$ cat config.mk
export PLATFORM = sky130hd
export DESIGN_NAME = vga_stream_sync_ctrl
export DESIGN_NICKNAME = d
export VERILOG_FILES = /design/src/rtl/vga_stream_sync_ctrl.sv
export SDC_FILE = /design/constraint.sdc
export NUM_CORES = 1
export LEC_CHECK = 0
export BUFFER_PORTS_ARGS = -buffer_cell sky130_fd_sc_hd__buf_2
export CAP_MARGIN = 5
export CORE_MARGIN = 2
export CORE_UTILIZATION = 55
export CTS_BUF_LIST = sky130_fd_sc_hd__clkbuf_2
export DETAILED_ROUTE_END_ITERATION = 10
export PLACE_DENSITY = 0.79
export REMOVE_ABC_BUFFERS = 1
export SLEW_MARGIN = 30
export SYNTH_ARGS = -nofsm -noshare
export SYNTH_HDL_FRONTEND = slang
export SYNTH_SLANG_ARGS = --single-unit
$ cat constraint.sdc
create_clock -name s_axis_aclk -period 3.7 [get_ports s_axis_aclk]
set_input_delay 0 -clock s_axis_aclk [delete_from_list [all_inputs] [get_ports s_axis_aclk]]
set_output_delay 0 -clock s_axis_aclk [all_outputs]
set_load 0.005 [all_outputs]
$ cat src/rtl/vga_stream_sync_ctrl.sv
// Read-side controller for the video output FIFO: generates VGA raster timing,
// aligns the FIFO stream to frame boundaries and resyncs on underflow or misalignment.
module vga_stream_sync_ctrl #(
    parameter int H_ACTIVE = 640,
    parameter int H_FP     = 16,
    parameter int H_SYNC   = 96,
    parameter int H_BP     = 48,
    parameter int V_ACTIVE = 480,
    parameter int V_FP     = 10,
    parameter int V_SYNC   = 2,
    parameter int V_BP     = 33,
    parameter int SYNC_POL = 0,
    parameter int LEVEL_W  = 11,
    parameter int PREFILL  = 256
) (
    input  logic               s_axis_aclk,
    input  logic               s_axis_aresetn,
    input  logic               fifo_empty_i,
    input  logic [LEVEL_W-1:0] fifo_level_i,
    input  logic               fifo_sof_i,
    output logic               fifo_rd_en_o,
    output logic               hsync_o,
    output logic               vsync_o,
    output logic               active_video_o,
    output logic               pixel_valid_o,
    output logic               locked_o,
    output logic [15:0]        underflow_cnt_o,
    output logic [15:0]        align_err_cnt_o
);

    localparam int H_TOTAL = H_ACTIVE + H_FP + H_SYNC + H_BP;
    localparam int V_TOTAL = V_ACTIVE + V_FP + V_SYNC + V_BP;
    localparam int HW      = $clog2(H_TOTAL);
    localparam int VW      = $clog2(V_TOTAL);
    localparam logic [HW-1:0] H_LAST = HW'(H_TOTAL - 1);
    localparam logic [VW-1:0] V_LAST = VW'(V_TOTAL - 1);
    localparam logic SYNC_ON = (SYNC_POL != 0);

    typedef enum logic [1:0] {
        SEEK = 2'd0,
        FILL = 2'd1,
        ARM  = 2'd2,
        RUN  = 2'd3
    } state_t;

    logic [HW-1:0] r_h_cnt;
    logic [VW-1:0] r_v_cnt;
    logic          r_active_video;
    logic          r_hsync;
    logic          r_vsync;
    logic          r_first_pix;
    state_t        r_state;
    logic [15:0]   r_underflow_cnt;
    logic [15:0]   r_align_err_cnt;

    state_t        w_next_state;
    logic          w_rd;
    logic          w_underflow;
    logic          w_misalign;
    logic          w_err;
    logic          w_frame_last;
    logic          w_hsync_on;
    logic          w_vsync_on;

    assign w_frame_last = (r_h_cnt == H_LAST) && (r_v_cnt == V_LAST);
    assign w_hsync_on   = (int'(r_h_cnt) >= H_ACTIVE + H_FP) &&
                          (int'(r_h_cnt) <  H_ACTIVE + H_FP + H_SYNC);
    assign w_vsync_on   = (int'(r_v_cnt) >= V_ACTIVE + V_FP) &&
                          (int'(r_v_cnt) <  V_ACTIVE + V_FP + V_SYNC);

    always_ff @(posedge s_axis_aclk) begin
        if (!s_axis_aresetn) begin
            r_h_cnt <= '0;
            r_v_cnt <= '0;
        end else if (r_h_cnt == H_LAST) begin
            r_h_cnt <= '0;
            r_v_cnt <= (r_v_cnt == V_LAST) ? '0 : r_v_cnt + VW'(1);
        end else begin
            r_h_cnt <= r_h_cnt + HW'(1);
        end
    end

    // Raster outputs lag the counters by one clock; first_pix tags pixel (0,0).
    always_ff @(posedge s_axis_aclk) begin
        if (!s_axis_aresetn) begin
            r_active_video <= 1'b0;
            r_hsync        <= ~SYNC_ON;
            r_vsync        <= ~SYNC_ON;
            r_first_pix    <= 1'b0;
        end else begin
            r_active_video <= (int'(r_h_cnt) < H_ACTIVE) && (int'(r_v_cnt) < V_ACTIVE);
            r_hsync        <= w_hsync_on ? SYNC_ON : ~SYNC_ON;
            r_vsync        <= w_vsync_on ? SYNC_ON : ~SYNC_ON;
            r_first_pix    <= (r_h_cnt == '0) && (r_v_cnt == '0);
        end
    end

    always_ff @(posedge s_axis_aclk) begin
        if (!s_axis_aresetn) begin
            r_state <= SEEK;
        end else begin
            r_state <= w_next_state;
        end
    end

    // SOF must coincide exactly with the first pixel of the frame.
    assign w_err = (r_first_pix && !fifo_sof_i) || (!r_first_pix && fifo_sof_i);

    always_comb begin
        w_next_state = r_state;
        w_rd         = 1'b0;
        w_underflow  = 1'b0;
        w_misalign   = 1'b0;
        case (r_state)
            SEEK: begin
                w_rd = !fifo_empty_i && !fifo_sof_i;
                if (!fifo_empty_i && fifo_sof_i) begin
                    w_next_state = FILL;
                end
            end
            FILL: begin
                if (int'(fifo_level_i) >= PREFILL) begin
                    w_next_state = ARM;
                end
            end
            ARM: begin
                if (w_frame_last) begin
                    w_next_state = RUN;
                end
            end
            RUN: begin
                if (r_active_video) begin
                    if (fifo_empty_i) begin
                        w_underflow  = 1'b1;
                        w_next_state = SEEK;
                    end else if (w_err) begin
                        w_misalign   = 1'b1;
                        w_next_state = SEEK;
                    end else begin
                        w_rd = 1'b1;
                    end
                end
            end
            default: w_next_state = SEEK;
        endcase
    end

    // Error counters saturate rather than wrap.
    always_ff @(posedge s_axis_aclk) begin
        if (!s_axis_aresetn) begin
            r_underflow_cnt <= '0;
            r_align_err_cnt <= '0;
        end else begin
            if (w_underflow && (r_underflow_cnt != 16'hFFFF)) begin
                r_underflow_cnt <= r_underflow_cnt + 16'd1;
            end
            if (w_misalign && (r_align_err_cnt != 16'hFFFF)) begin
                r_align_err_cnt <= r_align_err_cnt + 16'd1;
            end
        end
    end

    // Gated by reset so the cycle in which reset is sampled never pops the FIFO.
    assign fifo_rd_en_o    = w_rd && s_axis_aresetn;
    assign pixel_valid_o   = w_rd && s_axis_aresetn && (r_state == RUN);
    assign hsync_o         = r_hsync;
    assign vsync_o         = r_vsync;
    assign active_video_o  = r_active_video;
    assign locked_o        = (r_state == RUN);
    assign underflow_cnt_o = r_underflow_cnt;
    assign align_err_cnt_o = r_align_err_cnt;

endmodule

# ---- Word-level counts from Yosys, hierarchy flattened
# Cells that the tools add are included.
dict set report word_totals {
  memories 0
  romBits 0
  mem_bits_rw 0
  latchBits 0
  input_bits 15
  regBits 58
}
dict set report op_classes {
  shift 0
  n_mux 21
  addsub 4
  reduce_logical 22
  magnitude_cmp 7
  bitwise 1
  eq_ne 12
  n_div 0
  mul 0
}
# op count
set op_table {}
lappend op_table {{adder 16 x 1 -> 16 bit (second input constant)} 2}
lappend op_table {{!= test 16 bit (second input constant)} 2}
lappend op_table {{adder 10 x 1 -> 10 bit (second input constant)} 2}
lappend op_table {{equality test 10 bit (second input constant)} 2}
lappend op_table {{zero test 10 bit} 2}
lappend op_table {{< comparator 10 bit (second input constant)} 2}
lappend op_table {{< comparator 10 x 9 -> 1 bit (second input constant)} 2}
lappend op_table {{logical AND 1 bit} 13}
lappend op_table {{two-way mux 1 bit} 12}
lappend op_table {{two-way mux 2 bit} 6}
lappend op_table {{>= comparator 11 x 9 -> 1 bit (second input constant)} 1}
lappend op_table {{>= comparator 10 bit (second input constant)} 1}
lappend op_table {{>= comparator 10 x 9 -> 1 bit (second input constant)} 1}
lappend op_table {{two-way mux 10 bit} 1}
lappend op_table {{case mux 2 bit (4 select lines)} 1}
lappend op_table {{!= test 2 bit (second input constant)} 3}
lappend op_table {{AND reduction 5 bit} 1}
lappend op_table {{equality test 2 bit (second input constant)} 2}
lappend op_table {{zero test 1 bit} 3}
lappend op_table {{!= test 3 x 2 -> 1 bit (second input constant)} 1}
lappend op_table {{equality test 2 x 1 -> 1 bit (second input constant)} 1}
lappend op_table {{zero test 2 bit} 1}
lappend op_table {{!= test 2 x 1 -> 1 bit (second input constant)} 1}
lappend op_table {{case mux 1 bit (2 select lines)} 1}
lappend op_table {{3 further kinds} 3}

# ---- Longest topological paths before layout
# Gate-level depths: netlist of run 1.
dict set report logic_depth {
  word_depth 9
  mapped_depth 7
}

# ---- Least setup slack after synthesis of run 1
# Ideal clock, no wire load.
dict set report synth_path {
  path_kind {flip-flop to flip-flop}
  startpoint {register r_h_cnt[0]}
  endpoint {register r_state[0]}
  setup_time_ns 0.086
  arrival_time_ns 1.843
  required_time_ns 3.614
  setup_slack_ns 1.771
  stages_incl_launch_ff 8
  path_cell_list {dfxtp_1 ha_1 nand4_2 or4_4 buf_6 o21ai_2 nand2_1 a221oi_2}
}
dict set report synth_via {
  elab_chain_len 4
}
# element line
set synth_lines {}
lappend synth_lines {{start: declaration} 46} ;# logic [HW-1:0] r_h_cnt;
lappend synth_lines {{start signal: assignment} 79} ;# r_h_cnt <= r_h_cnt + HW'(1);
lappend synth_lines {{equality test 10 bit} 65} ;# assign w_frame_last = (r_h_cnt == H_LAST) && (r_v_cnt == V_LAST);
lappend synth_lines {{logical AND 1 bit} 65}
lappend synth_lines {{!= test 2 bit (no source line)} -}
lappend synth_lines {{AND reduction 5 bit (no source line)} -}
lappend synth_lines {{end signal: assignment} 102} ;# r_state <= w_next_state;
lappend synth_lines {{end: declaration} 52} ;# state_t r_state;
# Every way passes these cells.
# A chain may end at the register's enable or synchronous reset.

# ---- Worst setup path after layout of run 1
dict set report layout_path {
  startpoint {register r_h_cnt[0]}
  endpoint {register r_v_cnt[7]}
}
dict set report layout_via {
  elab_chain_len 1
}
# element line
set layout_lines {}
lappend layout_lines {{equality test 10 bit} 75} ;# end else if (r_h_cnt == H_LAST) begin
lappend layout_lines {{end signal: assignment} 77} ;# r_v_cnt <= (r_v_cnt == V_LAST) ? '0 : r_v_cnt + VW'(1);
lappend layout_lines {{end: declaration} 47} ;# logic [VW-1:0] r_v_cnt;
# Every way passes these cells.

==> results.json, run 1 <==
{
  "crit_type": "flop to flop",
  "grt_pass1_wl_mm": 10.5,
  "rows": 26,
  "worst_pin_slew_ns": 0.904,
  "cts-root-buf": "clkbuf_2",
  "utilization_pct": 66.1,
  "via_count": 2565,
  "dp.final_hpwl_mm": 4.16,
  "rsz0062_at_grt": "false",
  "power_density_nw_per_um2": 409,
  "holdWs_ns": 0.0688,
  "period_needed_ns": 2.15,
  "slew_headroom_pct": 39.2,
  "die_area_um2": 5890,
  "switchingPower_uw": 327,
  "fp.coreArea_um2": 5110,
  "end_kind": "flop",
  "fin_cells": 458,
  "netlist.area_leader.share_pct": 39.9,
  "pwr-share-clk_pct": 43.1,
  "synthFlopType": "dfxtp_1",
  "wl_mm": 6.05,
  "path_max_fanout": 10,
  "overflow": 0,
  "final_hold_viol_count": 0,
  "worstSkewPairLatency_ns": 0.49,
  "ys_top_cells_by_count": "58 x dfxtp_1, 44 x nor2_1, 29 x nand2_1",
  "ctsResizeCount": 0,
  "clockBufferDepth": 2,
  "syn_avg_cell_area_um2": 8.72,
  "min_path_type": "input port to flop",
  "period_share_pct": 58.1,
  "drv_slew": 0,
  "synthArstFlopShare_pct": 0,
  "p_leak_uw": 0.00139,
  "postRouteAntennaNets": 0,
  "fin_skew_ns": 0.0151,
  "start_util_pct": 57.0,
  "pwr-share-comb_pct": 9.5,
  "num_antenna_cells": 0,
  "share_seq_of_total_power_pct": 47.4,
  "ys_top_cells_by_area": "dfxtp_1 40%, xor2_1 7.5%, nor2_1 5.7%",
  "ir_drop_mv": 0.212,
  "grt_max_degree": 38,
  "syn_inst": 334,
  "numPortBuffers": 44,
  "fin_setup_tns_ns": 0,
  "drc": 0,
  "ios": 53,
  "cp_data_arrival_time_ns": 2.54,
  "yosysWarnings": 0,
  "outcome": "complete, no violations",
  "cts_sinks": 58,
  "maxCapViolCount": 0,
  "setup_viol": 0,
  "track_usage_pct": 21.9,
  "synth_seq_area_share_pct": 39.9,
  "via_per_inst": 5.60,
  "worstPathRequired_ns": 4.09,
  "grt_pass1_vias": 2381,
  "switching_share_pct": 23.7,
  "ys_seq_elements": 58,
  "p_int_uw": 1050,
  "drive_above_1_share_pct": 19.1,
  "synth_edf_count": 0,
  "ys_types": 51,
  "dp.cells": 441,
  "syn-cell-area_um2": 2910,
  "h-tree-depth": 3,
  "place_congestion": 0.814,
  "cts_buffers": 9,
  "finalNetCount": 409,
  "start_kind": "flop",
  "max_freq_ghz": 0.465,
  "drtPass1Iterations": 4,
  "die_w_um": 76.8,
  "cts_tree": "done",
  "die_h_um": 76.8,
  "drt_iter0_markers": 71,
  "synth_most_common_cell": "dfxtp_1",
  "wl_per_cell_um": 13.2,
  "antenna_found_initial": 0,
  "synth_top_area_cell": "dfxtp_1",
  "area_growth_pct": 15.9,
  "path_clk_slew_ns": 0.16
}
critical path: stages, from the launching register on:
cell,delay (ns)
dfxtp_1,0.41
ha_1,0.26
nand4_2,0.15
nor4_2,0.81
nand4_1,0.20
xor2_1,0.18
nor2_1,0.05
flip-flops by register name, indices dropped and copies added (netlist names), 2 cells and up:
name and count:
underflow_cnt_o 16, align_err_cnt_o 16, r_h_cnt 10, r_state 2
r_v_cnt 10
per-stage QoR:
step	instance area, um2	total power, uW	setup WS [ns]
finish	3370	1380	1.55
global route	3370	1440	1.38
global placement	3190	796	1.58
floorplan	2880	765	1.83
detailed placement	3190	800	1.58
CTS	3370	1390	1.56
layout make-up:
type                            instances  area [um2]
Fill cell                             440        1730
Multi-Input combinational cell        256        1670
Sequential cell                        58        1160
Timing Repair Buffer                   45         230
Clock inverter                          6         129
Tap cell                               70        87.6
Clock buffer                           10        50.0
Inverter                               13        48.8
layout by cell type (no fill, tap or decap), types with 2 or more instances in the layout:
| master | n |
|---|---|
| a21o_1 | 2 |
| o21ai_0 | 8 |
| and4_1 | 6 |
| a21oi_1 | 11 |
| nor2_1 | 44 |
| bufinv_16 | 4 |
| and2_1 | 4 |
| a31o_2 | 2 |
| buf_2 | 44 |
| nor3_1 | 6 |
| ha_1 | 11 |
| inv_1 | 12 |
| o2111ai_1 | 3 |
| mux2i_1 | 4 |
| xor2_1 | 25 |
| nor2b_1 | 2 |
| xnor2_1 | 9 |
| clkbuf_2 | 10 |
| nor4b_1 | 3 |
| nand3_1 | 20 |
| nand4_1 | 18 |
| or3_1 | 5 |
| and3_1 | 7 |
| dfxtp_1 | 58 |
| o211ai_1 | 3 |
| o21ai_2 | 2 |
| o21bai_1 | 2 |
| nand2_1 | 29 |
| nor4_1 | 5 |
| nand2b_1 | 6 |
layer usage:
layer,vias up,routed length (um),track usage (%)
met3,10,242,5.53
li1,1287,-,-
met2,47,2990,37.7
met1,1221,2700,25.2
met4,0,117,10.9
met5,-,0,0
logic make-up (layout without fill, tap and decap cells):
group / Yosys count / count (layout) / synth area share (%)
and+or+nand+nor: 167 / 167 / 31.4
DFF: 58 / 58 / 39.9
AOI/OAI and AO/OA: 40 / 40 / 9.54
xor gates and xnor gates: 34 / 34 / 10.2
buffers and inverters: 20 / 74 / 2.88
adders and majority gates: 11 / 11 / 4.73
muxes: 4 / 4 / 1.37
power groups by stage:
| stage | Combinational (uW) | Clock, uW | Sequential, uW |
|---|---|---|---|
| finish | 132 | 595 | 654 |
| CTS | 134 | 606 | 654 |
| floorplan | 99.5 | 0 | 665 |
| global placement | 129 | 0 | 667 |
| detailed placement | 132 | 0 | 668 |
| global route | 151 | 635 | 657 |
final timing paths:
path / startpoint / endpoint / slack, ns / depth (start not counted)
max: r_h_cnt[0]$_SDFF_PP0_ / r_v_cnt[7]$_SDFFE_PN0N_ / 1.55 / 6
min: fifo_sof_i / r_state[0]$_SDFFE_PN0P_ / 0.07 / 5
max reg2reg: r_h_cnt[0]$_SDFF_PP0_ / r_v_cnt[7]$_SDFFE_PN0N_ / 1.55 / 6
min reg2reg: r_h_cnt[0]$_SDFF_PP0_ / r_h_cnt[0]$_SDFF_PP0_ / 0.50 / 1
timing repair:
action | 4_1_cts | 5_1_grt
endpoints found under the hold margin | 9 | 0
hold buffers | 1 | 0
buffers inserted | 0 | 0
(Power assumes the default switching activity.)
==> inputs of run 2 (changes only) <==
==> constraint.sdc (replaced) <==
create_clock -name s_axis_aclk -period 2.16 [get_ports s_axis_aclk]
set_input_delay 0 -clock s_axis_aclk [delete_from_list [all_inputs] [get_ports s_axis_aclk]]
set_output_delay 0 -clock s_axis_aclk [all_outputs]
set_load 0.005 [all_outputs]
==> run 2 against run 1 <==
Register-to-register slack got worse by 1.4 ns. Sequential share of layout area up 0.31 points. Non-clock buffer count is 7 higher. Critical path depth unchanged. Clock power grew 9.9%. Maximum frequency grew 7.2%. Flip-flop and latch count stayed put. Die area is the same. Worst hold slack worse by 0.015 ns. Routed wire length rose by 1.6%. Largest cell class unchanged. Highest routed layer unchanged.
==> results.json, run 2 (synthesis gave the netlist of run 1 again) <==
{
  "cp_data_arrival_time_ns": 2.40,
  "crit_path_cell_trace": "ha_2, nand4_2, or4_4, o21ai_2, nand2_1, a221oi_2",
  "share_seq_of_total_power_pct": 55.7,
  "worst_pin_slew_ns": 0.436,
  "power_uw": 2010,
  "min_path_type": "input port to flop",
  "period_share_pct": 92.9,
  "switchingPower_uw": 563,
  "worstPathRequired_ns": 2.56,
  "cts_tree": "done",
  "die_area_um2": 5890,
  "drtPass1Iterations": 4,
  "grt_use_met3_pct": 5.88,
  "rsz0062_at_grt": "false",
  "gr-usage-met2_pct": 36.8,
  "path_clk_slew_ns": 0.16,
  "power_density_nw_per_um2": 601,
  "die_w_um": 76.8,
  "drc": 0,
  "rr_startpoint": "r_h_cnt[1]$_SDFF_PP0_",
  "clockBufferDepth": 2,
  "cts-root-buf": "clkbuf_2",
  "holdCritStartpoint": "fifo_sof_i",
  "drive_above_1_share_pct": 20.3,
  "p_leak_uw": 0.00139,
  "outcome": "complete, no violations",
  "area_growth_pct": 14.9,
  "drt_iter0_markers": 125,
  "grt_pass1_wl_mm": 10.6,
  "ir_drop_mv": 0.397,
  "cts_buffers": 9,
  "max_freq_ghz": 0.499,
  "rows": 26,
  "via_count": 2589,
  "max_stage_delay_ns": 0.60,
  "fin_setup_tns_ns": 0,
  "start_util_pct": 57.0,
  "ios": 53,
  "wl_per_cell_um": 13.2,
  "switching_share_pct": 28.0,
  "layout_commonest_cell": "dfxtp_1",
  "pwr-share-clk_pct": 32.5,
  "cts_sinks": 58,
  "end_kind": "flop",
  "overflow": 0,
  "layout_common_cells": "57 x dfxtp_1, 44 x nor2_1, 44 x buf_2",
  "numPortBuffers": 44,
  "period_needed_ns": 2.01,
  "h-tree-depth": 3,
  "final_hold_viol_count": 0,
  "start_kind": "flop",
  "use_met1_pct": 26.8,
  "postRouteAntennaNets": 0,
  "slew_headroom_pct": 70.7,
  "track_usage_pct": 22.4,
  "postCtsSetupRepairBufs": 0,
  "fp.coreArea_um2": 5110,
  "path_max_fanout": 6,
  "maxCapViolCount": 0,
  "finalNetCount": 416,
  "timing.critical_path.from": "r_h_cnt[1]$_SDFF_PP0_",
  "place_congestion": 0.902,
  "fin_skew_ns": 0.0224,
  "via_per_inst": 5.58,
  "pwr-share-comb_pct": 11.8,
  "grt_pass1_vias": 2394,
  "worstSkewPairLatency_ns": 0.50,
  "num_antenna_cells": 0,
  "busiest_layer": "met2",
  "wl_mm": 6.14,
  "drv_slew": 0,
  "crit_type": "flop to flop",
  "die_h_um": 76.8,
  "dp.final_hpwl_mm": 4.25,
  "grt_max_degree": 22,
  "setup_viol": 0,
  "antenna_found_initial": 0,
  "cp_slowest_cell": "or4_4",
  "p_int_uw": 1450
}
[run 2: cell types whose count changed in the layout (fill, tap and decap cells not counted)]
cell | previous run | this run
dfxtp_1 | 58 | 57
buf_4 | 0 | 7
ha_2 | 0 | 1
dfxtp_2 | 0 | 1
clkinv_1 | 1 | 3
bufinv_16 | 4 | 1
ha_1 | 11 | 10
[run 2: through the flow]
stage / instances / hold slack (ns) / setup slack, ns / util, % / area, um2
global placement: 448 / 0.316 / 0.201 / 63.4 / 3240
global route: 464 / 0.0813 / 0.0289 / 65.6 / 3350
CTS: 464 / 0.0205 / 0.0834 / 65.5 / 3340
detailed placement: 448 / 0.319 / 0.138 / 63.4 / 3240
floorplan: 327 / 0.0404 / 0.294 / - / 2880
finish: 464 / 0.0542 / 0.154 / 65.6 / 3350
[run 2: area by class of cell]
class                           count  area, um2
Clock buffer                       10       50.0
Inverter                           13       48.8
Sequential cell                    58       1160
Timing Repair Buffer               52        283
Clock inverter                      5       46.3
Multi-Input combinational cell    256       1670
Fill cell                         456       1760
Tap cell                           70       87.6
[run 2: critical path: cells and delay by family (launching register included)]
kind                       cells  cell delay, ns
and+or+nand+nor                3            0.83
AOI/OAI and AO/OA              2            0.46
DFF                            1            0.40
adders and majority gates      1            0.24
[run 2: worst paths after layout]
check	endpoint	slack, ns	cells after the start
worst max-delay path	r_state[0]$_SDFFE_PN0P_	0.15	6
worst min-delay path	r_state[1]$_SDFFE_PN0P_	0.05	5
worst max register to register	r_state[0]$_SDFFE_PN0P_	0.15	6
worst min register to register	r_h_cnt[0]$_SDFF_PP0_	0.46	1
[run 2: power by group through the flow]
stage / clock [uW] / sequential, uW / combinational [uW]
3_3_place_gp: 0 / 1140 / 228
2_1_floorplan: 0 / 1140 / 170
5_1_grt: 716 / 1130 / 269
6_report: 654 / 1120 / 237
4_1_cts: 670 / 1120 / 238
3_5_place_dp: 0 / 1140 / 234
[run 2: layer usage]
metal  wire length (um)  part of all wire (%)  vias up
li1                   -                     -     1303
met5                  0                     0        -
met2               2980                    48       61
met1               2760                    45     1215
met3                278                   4.5       10
met4                128                   2.1        0
[run 2: timing repair]
action / CTS / global route
hold endpoints to repair: 16 / 0
hold buffers: 1 / 0
setup endpoints to repair: 0 / 1
resized for setup: 0 / 2
==> inputs of run 3 (changes only) <==
--- a/config.mk
+++ b/config.mk
@@ -5,13 +5,13 @@
 export SDC_FILE = /design/constraint.sdc
 export NUM_CORES = 1
 export LEC_CHECK = 0
-export BUFFER_PORTS_ARGS = -buffer_cell sky130_fd_sc_hd__buf_2
 export CAP_MARGIN = 5
 export CORE_MARGIN = 2
 export CORE_UTILIZATION = 55
 export CTS_BUF_LIST = sky130_fd_sc_hd__clkbuf_2
 export DETAILED_ROUTE_END_ITERATION = 10
-export PLACE_DENSITY = 0.79
+export DONT_BUFFER_PORTS = 1
+export PLACE_DENSITY = 0.7
 export REMOVE_ABC_BUFFERS = 1
 export SLEW_MARGIN = 30
 export SYNTH_ARGS = -nofsm -noshare
==> run 3 against run 2 <==
Worst setup slack improved by 0.034 ns. Global-route usage increased by 0.69 points. Die area unchanged. Via count decreased by 2.9%. First-iteration DRC count decreased by 2.4%. Design area decreased by 2.2%.
==> results.json, run 3 (synthesis gave the netlist of run 1 again) <==
{
  "cp_slowest_cell": "or4_4",
  "drt_iter0_markers": 122,
  "fin_skew_ns": 0.0223,
  "cts_tree": "done",
  "drc": 0,
  "dr.max_layer_used": "met4",
  "fin_setup_tns_ns": 0,
  "max_stage_delay_ns": 0.60,
  "worstPathRequired_ns": 2.55,
  "end_kind": "flop",
  "wl_met1_mm": 2.92,
  "slew_headroom_pct": 64.1,
  "drive_above_1_share_pct": 11.2,
  "postLayoutSetupSlackWorst_ns": 0.188,
  "num_antenna_cells": 0,
  "rows": 26,
  "crit_family": "simple AND/OR/NAND/NOR gates",
  "cts_buffers": 9,
  "timing.critical_path.from": "r_h_cnt[0]$_SDFF_PP0_",
  "outcome": "complete, no violations",
  "worst_pin_slew_ns": 0.537,
  "crit_buf_inv": 0,
  "cts-root-buf": "clkbuf_2",
  "multi_input_area_um2": 1680,
  "area_growth_pct": 12.4,
  "dr_wl_met3_um": 311,
  "dp.final_hpwl_mm": 4.01,
  "holdCritStartpoint": "fifo_empty_i",
  "grt_pass1_wl_mm": 11.1,
  "place_congestion": 0.886,
  "path_max_fanout": 6,
  "via_per_inst": 5.75,
  "rsz0062_at_grt": "false",
  "ios": 53,
  "crit_type": "flop to flop",
  "wl_mm": 6.32,
  "drtPass1Iterations": 4,
  "final_hold_viol_count": 0,
  "via_count": 2514,
  "layout_common_cells": "56 x dfxtp_1, 44 x nor2_1, 29 x nand2_1",
  "layout_commonest_cell": "dfxtp_1",
  "postRouteAntennaNets": 0,
  "post-place-ws_ns": 0.139,
  "finalNetCount": 389,
  "p_leak_uw": 0.00120,
  "rr_startpoint": "r_h_cnt[0]$_SDFF_PP0_",
  "grt_pass1_vias": 2456,
  "track_usage_pct": 23.1,
  "start_kind": "flop",
  "grt_max_degree": 27,
  "drv_slew": 0,
  "fillers": 445,
  "start_util_pct": 57.0,
  "h-tree-depth": 3,
  "met2_length_mm": 2.94,
  "ir_drop_mv": 0.272,
  "wl_per_cell_um": 14.5,
  "antenna_found_initial": 0,
  "cp_data_arrival_time_ns": 2.36,
  "fin_cells": 437,
  "maxCapViolCount": 0,
  "crit_path_cell_trace": "ha_2, nand4_2, or4_4, o21ai_2, nand2_1, a221oi_2",
  "clockBufferDepth": 2,
  "period_needed_ns": 1.97,
  "die_area_um2": 5890,
  "setup_viol": 0,
  "overflow": 0,
  "ff_latch_area_um2": 1160,
  "die_h_um": 76.8,
  "fp.coreArea_um2": 5110,
  "numPortBuffers": 0,
  "die_w_um": 76.8,
  "min_path_type": "input port to flop",
  "period_share_pct": 91.3,
  "max_freq_ghz": 0.507,
  "path_clk_slew_ns": 0.17,
  "worstSkewPairLatency_ns": 0.48,
  "power_density_nw_per_um2": 582,
  "dp.cells": 405,
  "cts_sinks": 58
}
-- run 3: layout make-up --
| class | count | area share, % |
|---|---|---|
| clock inverter | 5 | 0.688 |
| tap | 70 | 2.67 |
| clock buffer | 10 | 1.53 |
| inverter | 13 | 1.49 |
| multi-input combinational | 256 | 51.2 |
| timing repair buffer | 25 | 6.88 |
| sequential | 58 | 35.5 |
-- run 3: routing by layer --
metal  GRT usage (%)  up-vias
met5               0        -
met4            14.7        0
met1            28.9     1191
met2            35.7       59
li1                -     1250
met3            5.29       14
-- run 3: through the flow --
stage                     utilization, %  hold WS, ns  instance area (um2)  power (uW)
after CTS                           64.0       0.0106                 3270        1910
after detailed placement            59.2       0.0568                 3030        1360
after global routing                64.1       0.0421                 3270        2000
after global placement              59.2       0.0571                 3030        1360
after floorplan                        -       0.0404                 2880        1310
final                               64.1       0.0278                 3270        1900
-- run 3: worst min-delay path, stage by stage --
cell	delay, ns
and3_1	0.19
nand2_1	0.07
a21oi_1	0.05
xnor2_1	0.14
nor2_1	0.04
-- run 3: worst paths after layout --
| check | to | slack (ns) | cells after the start |
|---|---|---|---|
| worst min-delay path | underflow_cnt_o[2]$_SDFFE_PN0P_ | 0.03 | 5 |
| worst min register to register | r_h_cnt[0]$_SDFF_PP0_ | 0.46 | 1 |
| worst max register to register | r_state[0]$_SDFFE_PN0P_ | 0.19 | 6 |
| worst max-delay path | r_state[0]$_SDFFE_PN0P_ | 0.19 | 6 |
-- run 3: power breakdown --
group / switching (uW) / internal (uW) / total, uW
Clock: 387 / 137 / 525
Sequential: 27.1 / 1100 / 1120
Combinational: 141 / 116 / 256
-- run 3: timing repair --
item                                    4_1_cts  5_1_grt
endpoints found under the hold margin        53        0
setup buffers                                 0        0
hold buffers                                 17        0
endpoints found under the setup margin        0        2
gates resized for setup                       0        4
